===== src/rtl/uart_rx_param.sv =====
// Parametrised UART receiver: 16x oversampling with 2-of-3 vote, start-glitch
// rejection, parity/frame error pulses and a valid/ready output with overrun.
`timescale 1ns/1ps
module uart_rx_param #(
  parameter int unsigned CLK_FREQ  = 50_000_000,
  parameter int unsigned BAUD      = 115200,
  parameter int unsigned DATA_BITS = 8,
  parameter int unsigned PARITY    = 0,
  parameter int unsigned STOP_BITS = 1
) (
  input  logic                 Clk,
  input  logic                 Reset,
  input  logic                 uart_rx,
  output logic [DATA_BITS-1:0] Rx_data,
  output logic                 Rx_valid,
  input  logic                 Rx_ready,
  output logic                 Frame_err,
  output logic                 Parity_err,
  output logic                 Overrun,
  output logic                 Busy
);

  localparam int unsigned DIV     = ((2 * CLK_FREQ) / (BAUD * 16) + 1) / 2;
  localparam int unsigned DIV_W   = (DIV > 1) ? $clog2(DIV) : 1;
  localparam logic        PAR_ODD = (PARITY == 1);

  typedef enum logic [2:0] {S_IDLE, S_START, S_DATA, S_PARITY, S_STOP} state_t;

  state_t               state, state_next;
  logic                 rx_meta, rx_s, rx_prev;
  logic [DIV_W-1:0]     div_cnt;
  logic                 tick;
  logic [3:0]           tick_cnt;
  logic                 s7, s8;
  logic [3:0]           bit_cnt;
  logic [DATA_BITS-1:0] shift_reg;
  logic                 perr, ferr, armed;

  logic maj_c, res_c, wrap_c;
  logic start_det, shift_en, bit_clr, bit_inc, perr_set, ferr_set, done;
  logic ferr_now, data_load, valid_next, fe_next, pe_next, ov_next;

  assign maj_c  = (s7 & s8) | (s7 & rx_s) | (s8 & rx_s);
  assign res_c  = tick && (tick_cnt == 4'd9);
  assign wrap_c = tick && (tick_cnt == 4'd15);

  // Input synchronizer plus one delayed copy for falling-edge detection
  always_ff @(posedge Clk or posedge Reset) begin
    if (Reset) begin
      rx_meta <= 1'b1;
      rx_s    <= 1'b1;
      rx_prev <= 1'b1;
    end else begin
      rx_meta <= uart_rx;
      rx_s    <= rx_meta;
      rx_prev <= rx_s;
    end
  end

  // Free-running oversample divider
  always_ff @(posedge Clk or posedge Reset) begin
    if (Reset) begin
      div_cnt <= '0;
      tick    <= 1'b0;
    end else if (div_cnt == DIV_W'(DIV - 1)) begin
      div_cnt <= '0;
      tick    <= 1'b1;
    end else begin
      div_cnt <= div_cnt + DIV_W'(1);
      tick    <= 1'b0;
    end
  end

  always_ff @(posedge Clk or posedge Reset) begin
    if (Reset) state <= S_IDLE;
    else       state <= state_next;
  end

  always_comb begin
    state_next = state;
    start_det  = 1'b0;
    shift_en   = 1'b0;
    bit_clr    = 1'b0;
    bit_inc    = 1'b0;
    perr_set   = 1'b0;
    ferr_set   = 1'b0;
    done       = 1'b0;
    case (state)
      S_IDLE: begin
        if (armed && rx_prev && !rx_s) begin
          start_det  = 1'b1;
          state_next = S_START;
        end
      end
      S_START: begin
        if (res_c && maj_c) begin
          state_next = S_IDLE;
        end else if (wrap_c) begin
          bit_clr    = 1'b1;
          state_next = S_DATA;
        end
      end
      S_DATA: begin
        shift_en = res_c;
        if (wrap_c) begin
          if (bit_cnt == 4'(DATA_BITS - 1)) begin
            bit_clr    = 1'b1;
            state_next = (PARITY != 0) ? S_PARITY : S_STOP;
          end else begin
            bit_inc = 1'b1;
          end
        end
      end
      S_PARITY: begin
        perr_set = res_c && ((^shift_reg) ^ maj_c ^ PAR_ODD);
        if (wrap_c) state_next = S_STOP;
      end
      S_STOP: begin
        // Last stop bit completes at its centre so back-to-back starts are seen
        if (res_c) begin
          ferr_set = !maj_c;
          if (bit_cnt == 4'(STOP_BITS - 1)) begin
            done       = 1'b1;
            state_next = S_IDLE;
          end
        end else if (wrap_c) begin
          bit_inc = 1'b1;
        end
      end
      default: state_next = S_IDLE;
    endcase
  end

  // Completion priority: frame error, then parity error, then deliver or overrun
  always_comb begin
    ferr_now   = ferr | ferr_set;
    valid_next = Rx_valid & ~Rx_ready;
    data_load  = 1'b0;
    fe_next    = 1'b0;
    pe_next    = 1'b0;
    ov_next    = 1'b0;
    if (done) begin
      if (ferr_now) begin
        fe_next = 1'b1;
        pe_next = perr;
      end else if (perr) begin
        pe_next = 1'b1;
      end else if (!Rx_valid || Rx_ready) begin
        data_load  = 1'b1;
        valid_next = 1'b1;
      end else begin
        ov_next = 1'b1;
      end
    end
  end

  always_ff @(posedge Clk or posedge Reset) begin
    if (Reset) begin
      tick_cnt   <= '0;
      s7         <= 1'b1;
      s8         <= 1'b1;
      bit_cnt    <= '0;
      shift_reg  <= '0;
      perr       <= 1'b0;
      ferr       <= 1'b0;
      armed      <= 1'b0;
      Rx_data    <= '0;
      Rx_valid   <= 1'b0;
      Frame_err  <= 1'b0;
      Parity_err <= 1'b0;
      Overrun    <= 1'b0;
      Busy       <= 1'b0;
    end else begin
      if (start_det)  tick_cnt <= '0;
      else if (tick)  tick_cnt <= tick_cnt + 4'd1;

      if (tick && (tick_cnt == 4'd7)) s7 <= rx_s;
      if (tick && (tick_cnt == 4'd8)) s8 <= rx_s;

      if (start_det || bit_clr) bit_cnt <= '0;
      else if (bit_inc)         bit_cnt <= bit_cnt + 4'd1;

      if (shift_en) shift_reg <= {maj_c, shift_reg[DATA_BITS-1:1]};

      if (start_det)     perr <= 1'b0;
      else if (perr_set) perr <= 1'b1;
      if (start_det)     ferr <= 1'b0;
      else if (ferr_set) ferr <= 1'b1;

      // After a frame error the line must be seen idle before a new start
      if (done && ferr_now)  armed <= 1'b0;
      else if (tick && rx_s) armed <= 1'b1;

      if (data_load) Rx_data <= shift_reg;
      Rx_valid   <= valid_next;
      Frame_err  <= fe_next;
      Parity_err <= pe_next;
      Overrun    <= ov_next;
      Busy       <= (state_next != S_IDLE);
    end
  end

endmodule


===== config.mk =====
export PLATFORM = sky130hd
export DESIGN_NAME = uart_rx_param
export DESIGN_NICKNAME = d
export VERILOG_FILES = /design/src/rtl/uart_rx_param.sv
export SDC_FILE = /design/constraint.sdc
export NUM_CORES = 1
export LEC_CHECK = 0
export CORE_ASPECT_RATIO = 2
export CORE_MARGIN = 2
export CORE_UTILIZATION = 46
export CTS_CLUSTER_DIAMETER = 30
export DETAILED_ROUTE_END_ITERATION = 8
export PLACE_DENSITY = 0.69
export REMOVE_ABC_BUFFERS = 1
export SYNTH_ARGS = -nofsm -noshare
export SYNTH_HDL_FRONTEND = slang
export SYNTH_SLANG_ARGS = --single-unit
export TNS_END_PERCENT = 20

===== constraint.sdc =====
create_clock -name Clk -period 3.6 [get_ports Clk]
set_clock_uncertainty 0.05 [all_clocks]
set_input_delay 0.72 -clock Clk [delete_from_list [all_inputs] [get_ports Clk]]
set_output_delay 0.72 -clock Clk [all_outputs]
set_load 0.005 [all_outputs]

; Word-level counts from Yosys, hierarchy flattened
; Index checks and enable logic that the tools add are counted.
[op_classes]
eq_ne = 10
add_sub_neg = 3
bitwise_logic = 9
n_reduce_logical = 24
muxes = 56
[op_table]
columns = op, count
row1 = 1-bit 2-to-1 mux, 40
row2 = 3-bit 2-to-1 mux, 8
row3 = 4-bit 2-to-1 mux, 4
row4 = 3-bit one-hot mux with 5 select lines, 1
row5 = 4-bit equality test (second input constant), 3
row6 = 1-bit logical AND, 10
row7 = 2-bit nonzero test, 5
row8 = 4-bit by 1-bit adder with 4-bit output (second input constant), 2
row9 = 4-bit by 3-bit equality test with 1-bit output (second input constant), 2
row10 = 8-bit parity, 1
row11 = 3-bit by 2-bit equality test with 1-bit output (second input constant), 2
row12 = 5-bit by 1-bit adder with 5-bit output (second input constant), 1
row13 = 5-bit equality test (second input constant), 1
row14 = 5-bit 2-to-1 mux, 1
row15 = 1-bit AND, 4
row16 = 4-bit logical NOT, 1
row17 = 1-bit one-hot mux with 2 select lines, 2
row18 = 3-bit by 1-bit equality test with 1-bit output (second input constant), 1
row19 = 3-bit equality test (second input constant), 1
row20 = 1-bit logical NOT, 3
row21 = 3-bit logical NOT, 1
row22 = 1-bit OR, 3
row23 = 3-bit nonzero test, 1
row24 = 1-bit logical OR, 2
row25 = 2 further kinds, 2
[word_totals]
elab_cells = 122
register_bits = 46
out_inout_bits = 13
inputBits = 4

; Depth between registers and ports, before layout
[depth]
word_depth = 9
ltp_mapped = 7
mapped_depth_nobuf = 6

; Worst setup path before layout
; Ideal clock, no wire load.
[synth_path]
path_type = flip-flop to flip-flop
startpoint = register tick_cnt[1]
endpoint = register Rx_data[0]
period_less_slack_ps = 1778
path_stages_with_launch = 8
arrival_ps = 1603
required_time_ps = 3425
slack_ps = 1822
cell_sequence = dfrtp_1 inv_1 ha_1 and4b_1 buf_6 nand4_4 nor2_4 mux2_2
[synth_via]
elab_chain_len = 7
[synth_lines]
columns = element, line
row1 = start: declaration, 33  ; logic [3:0] tick_cnt;
row2 = start signal: assignment, 175  ; else if (tick) tick_cnt <= tick_cnt + 4'd1;
row3 = 4-bit equality test *, 44  ; assign res_c = tick && (tick_cnt == 4'd9);
row4 = 1-bit logical AND *, 44
row5 = 1-bit 2-to-1 mux, 120  ; if (res_c) begin
row6 = 1-bit 2-to-1 mux, 88  ; case (state)
row7 = 1-bit OR, 136  ; ferr_now = ferr | ferr_set;
row8 = 1-bit 2-to-1 mux, 143  ; if (ferr_now) begin
row9 = 1-bit 2-to-1 mux *, 142  ; if (done) begin
row10 = end signal: assignment, 194  ; if (data_load) Rx_data <= shift_reg;
row11 = end: declaration, 14  ; output logic [DATA_BITS-1:0] Rx_data,
; Mark *: on every way between the ends. The rest lies on a longest branch, timed or not.
; A chain may end at the register's enable or synchronous reset.

; Final worst setup path
[layout_path]
startpoint = register state[1]
endpoint = register bit_cnt[3]
[layout_via]
elab_chain_len = 4
[layout_lines]
columns = element, line
row1 = start: declaration, 29  ; state_t state, state_next;
row2 = start signal: assignment, 76  ; else state <= state_next;
row3 = 3-bit by 2-bit equality test with 1-bit output (tied with other cells), 88
row4 = 1-bit one-hot mux with 2 select lines or 1-bit 2-to-1 mux (tied branches), 88
row5 = 1-bit logical OR, 180  ; if (start_det || bit_clr) bit_cnt <= '0;
row6 = 4-bit 2-to-1 mux or 2-bit nonzero test (tied branches), --
row7 = end signal: assignment, 181  ; else if (bit_inc) bit_cnt <= bit_cnt + 4'd1;
row8 = end: declaration, 35  ; logic [3:0] bit_cnt;
; Parallel ways exist; a longest one is shown, timed or not.

==> summary by stage <==
Route
In the routed layout, each cell is associated on average with a via count of around 5.5. In the routed design, unresolved DRC markers number 0. The total number of vias is about 1400. Once detail routing completed, the nets flagged for antenna violations numbered 0. The detailed-route wire length is 3.82 mm. The routed wire length per instance is ~15 um. The number of DRC markers after the initial detailed-route iteration is 32. The detailed-router iteration count before antenna repair is 4.

Timing
Dividing the final minimum period by the clock period gives 57.4%. The setup-violating endpoint count in the final report is 0. The total negative slack is 0 ns. The transition at the pin with the smallest max-transition slack is about 1.2 ns.

The highest clock rate is between 0.4 and 0.5 GHz. The time the final worst path needs with I/O delays and setup is a little over 2 ns. The final worst-path setup slack is roughly 1.5 ns. Setup repair after global routing left no endpoint under its margin. The final number of max-transition violations came to 0. The count of final hold-check violations was 0. Measured against its own limit, the worst slew margin works out to approximately 22%.

Floorplanning
The area of the core is about 0.0046 mm^2. In this run the count of I/O pins placed on the die edge is 17. The die span in x is ~53 um. The die area is approximately 0.0053 mm^2. Once the floorplan was initialized, standard cells occupied a little under half of the core.

The number of rows in the core area is 35. The height of the chip is about 100 um.

Hold path
The worst hold path terminates at rx_s. The hold path depth is 0. The min-delay analysis places its worst path in the category reg2reg. The startpoint of the lowest-slack hold path is rx_meta.

Synth
The area share of xor/xnor cells in the synthesized design is approximately 5.5%. Yosys mapped the design onto 46 distinct sky130hd cell types. The cell area after technology mapping is 0.00217 mm^2.

Summing the areas of all compound-gate instances in the mapped netlist gives about 6.1% of the synthesized area. In this run the biggest area consumer among cell types represents 47.3% of the synthesized area. The main combinational cell family by area after synthesis is simple AND/OR/NAND/NOR gates.

After Yosys synthesis, full adders, half adders and majority gates account for around 4.5% of the synthesized area. After synthesis, the share of flip-flops with an asynchronous set or reset is 100%. For this run, the number of Yosys warnings is 0. The number of flip-flops and latches in the synthesized netlist is 46. The cell taking the most area after synthesis is sky130_fd_sc_hd__dfrtp_1. The area share of and/or/nand/nor cells after synthesis is between 15 and 20%. In the synthesized netlist the dominant register cell turns out to be sky130_fd_sc_hd__dfrtp_1. The share of cell area taken by muxes after synthesis is 9.76%.

The average instance area after synthesis is between 10 and 15 um^2. By area the synthesized netlist is led by sky130_fd_sc_hd__dfrtp_1 47%, sky130_fd_sc_hd__mux2_2 8.8%, sky130_fd_sc_hd__dfstp_2 6.1%. The library cell with the highest instance count after synthesis is sky130_fd_sc_hd__dfrtp_1. Yosys mapped a number of flops with a built-in enable equal to 0. Sequential elements use 53.4% of the synthesized area. Sorting the synthesized cells by how often they occur yields 41 x sky130_fd_sc_hd__dfrtp_1, 17 x sky130_fd_sc_hd__mux2_2, 16 x sky130_fd_sc_hd__nor2_1. The cell count after synthesis came out at between 150 and 200.

GRT
Entering global routing, the biggest net connects 34 pins. The global-route wire length before repair is 6.52 mm. For this run the aggregate overflow at the end of global routing stands at 0. For this run, global-route usage on met3 was measured as about 3.4%. The via count of the first global-routing pass is between 1000 and 1500.

The total global routing track utilization is around 16%. After global routing, the most crowded layer is met2. The global-route met2 utilization is slightly below 30%. In the global route stage, met1 resource usage came out at 17.8%. The initial antenna violation count is 0.

Finish
The total non-filler cell area in the finished layout is around 0.0024 mm^2. From synthesis to final layout, the design area changed by 13.0%. Cells with a size suffix above 1 make up roughly 19% of the layout.

Summing all multi-input logic gate instances after layout gives around 920 um^2. The count of antenna diodes in the layout is 0. The register cell area after layout is between 0.001 and 0.0015 mm^2. In the final design database the tool counted approximately 210 nets. For this run, the number of standard cells in the final layout without fillers is between 200 and 300.

After filler insertion, the fill cell instance count of the layout stands at 418.

Clock tree
Clock-pin slew was measured on the worst setup and hold paths at 0.08 ns. TritonCTS built the clock tree. The later pin in the worst-skew pair is clocked with a latency of about 0.29 ns.

Buffers inserted during clock tree synthesis total 5. In this run, post-CTS hold repair placed 0 buffers. The H-tree was split into 2 levels. CTS saw 46 sinks. The maximum root-to-sink buffer count is 2. Gates resized during post-CTS repair numbered 0. The tree is rooted in a sky130_fd_sc_hd__clkbuf_8. The count of buffers added by post-CTS timing repair for setup is 0.

Pwr
The total power after layout is roughly 910 uW. The reported leakage power is around 1.1 nW. Combinational cells account for between 4 and 5% of the total power. The worst voltage drop across the vdd grid is between 0.4 and 0.5 mV. Sequential cells burn between 50% and 60% of the power. The clock network fraction of design power is 35.7%.

For this design the ratio of total power to cell area is about 370 mW/mm^2. The analysis attributes to net switching a power of approximately 200 uW. The share of total power consumed by net switching is a little under a quarter. The internal power of the cells totals about 700 uW.

Worst setup path
Walking the worst path, the cells encountered are nand4bb_1, nor3_1, nand3b_1, a21oi_1. The critical path in this run is classified as reg2reg. STA puts the critical path data arrival time at 2.19 ns. The delay contributed by the slowest stage of the critical path is about 0.76 ns. For flop-to-flop paths, the worst setup slack is ~1.5 ns.

The required time at the worst-slack endpoint is 3.72 ns. The startpoint class of the critical path is a flop. The startpoint identified for the worst register-to-register timing path is state[1]. The length in cells of the worst reg-to-reg path is 4. The worst-path cell with the longest stage delay is sky130_fd_sc_hd__nor3_1.

The worst setup path is captured at a flop. The worst reg2reg path endpoint is bit_cnt[3]. The top fanout value on the critical path is 10.

Job
Max-cap violations in this run came to 0.

Placed design
The number of buffers added on ports is 16. The number of placed instances, taps included, is around 240. After detailed placement, the total cell area comes to ~0.0024 mm^2. The pre-CTS setup slack is between 1 and 1.5 ns.

Routability-driven placement finished with a final weighted congestion of between 0.8 and 0.9. Once detailed placement completed, the half-perimeter wirelength came to 2.87 mm.

Status
The run finished with clean final reports.
==> layout by cell type, fill, tap and decap left out, drive strengths merged, types with 2 or more instances in the layout <==
| cell type | synthesis | layout |
|---|---|---|
| nand3b | 5 | 5 |
| clkdlybuf4s50 | 0 | 16 |
| nor3b | 2 | 2 |
| nand4 | 6 | 6 |
| mux2i | 2 | 2 |
| clkinv | 0 | 2 |
| nor2 | 17 | 17 |
| clkbuf | 1 | 6 |
| mux2 | 17 | 17 |
| o21ai | 6 | 6 |
| and4b | 2 | 2 |
| xnor2 | 9 | 9 |
| dfrtp | 41 | 41 |
| ha | 7 | 7 |
| dfstp | 5 | 5 |
| inv | 10 | 9 |
| a32oi | 2 | 2 |
| or3 | 3 | 3 |
| nand2 | 6 | 6 |
| xor2 | 2 | 2 |
| a21oi | 6 | 6 |
| nand3 | 5 | 5 |
| nand4b | 2 | 2 |
==> cell families after synthesis <==
| group | after synthesis |
|---|---|
| AND/OR/NAND/NOR | 56 |
| flip-flops | 46 |
| AO/OA/AOI/OAI | 20 |
| multiplexers | 19 |
| buffers and inverters | 16 |
| XOR/XNOR | 12 |
| adder cells (fa/ha/maj) | 8 |
==> worst max-delay path, delay by kind of cell (launching register included) <==
family           cells  cell delay (ns)
AND/OR/NAND/NOR      3             1.31
flip-flops           1             0.52
AO/OA/AOI/OAI        1             0.07
==> how the worst max path moves through the flow <==
stage | from | end | slack [ns] | cells past startpoint
6_report | state[1] | bit_cnt[3] | 1.53 | 4
5_1_grt | state[1] | bit_cnt[3] | 1.42 | 4
4_1_cts | tick_cnt[1] | Rx_data[3] | 1.55 | 6
3_5_place_dp | Rx_ready | Rx_data[3] | 1.37 | 5
3_3_place_gp | Rx_ready | Rx_data[4] | 1.42 | 5
2_1_floorplan | Reset | Busy | 1.75 | 1
==> through the flow <==
step | hold slack, ns | util, %
floorplan | 0.295 | -
global placement | 0.296 | 51.7
detailed placement | 0.300 | 51.7
CTS | 0.313 | 53.8
global route | 0.317 | 53.8
finish | 0.312 | 53.8
==> layer usage <==
| layer | vias up | wire (um) |
|---|---|---|
| met5 | - | 0 |
| met4 | 0 | 113 |
| met3 | 9 | 89 |
| met2 | 24 | 2160 |
| met1 | 697 | 1450 |
| li1 | 653 | - |
==> layout make-up <==
cell class                      count  share of cell area, %
Clock buffer                        6                   3.37
Clock inverter                      2                  0.511
Inverter                           10                   1.53
Multi-Input combinational cell    115                   37.7
Sequential cell                    46                   47.3
Tap cell                           55                   2.81
Timing Repair Buffer               17                   6.85
==> power by group through the flow <==
stage,Sequential (mW),Clock [mW],Combinational [mW]
global route,0.541,0.351,0.0491
detailed placement,0.550,0,0.0443
finish,0.539,0.324,0.0430
CTS,0.539,0.334,0.0443
floorplan,0.547,0,0.0268
global placement,0.549,0,0.0420
No activity file was read; power rests on OpenSTA's default activity.
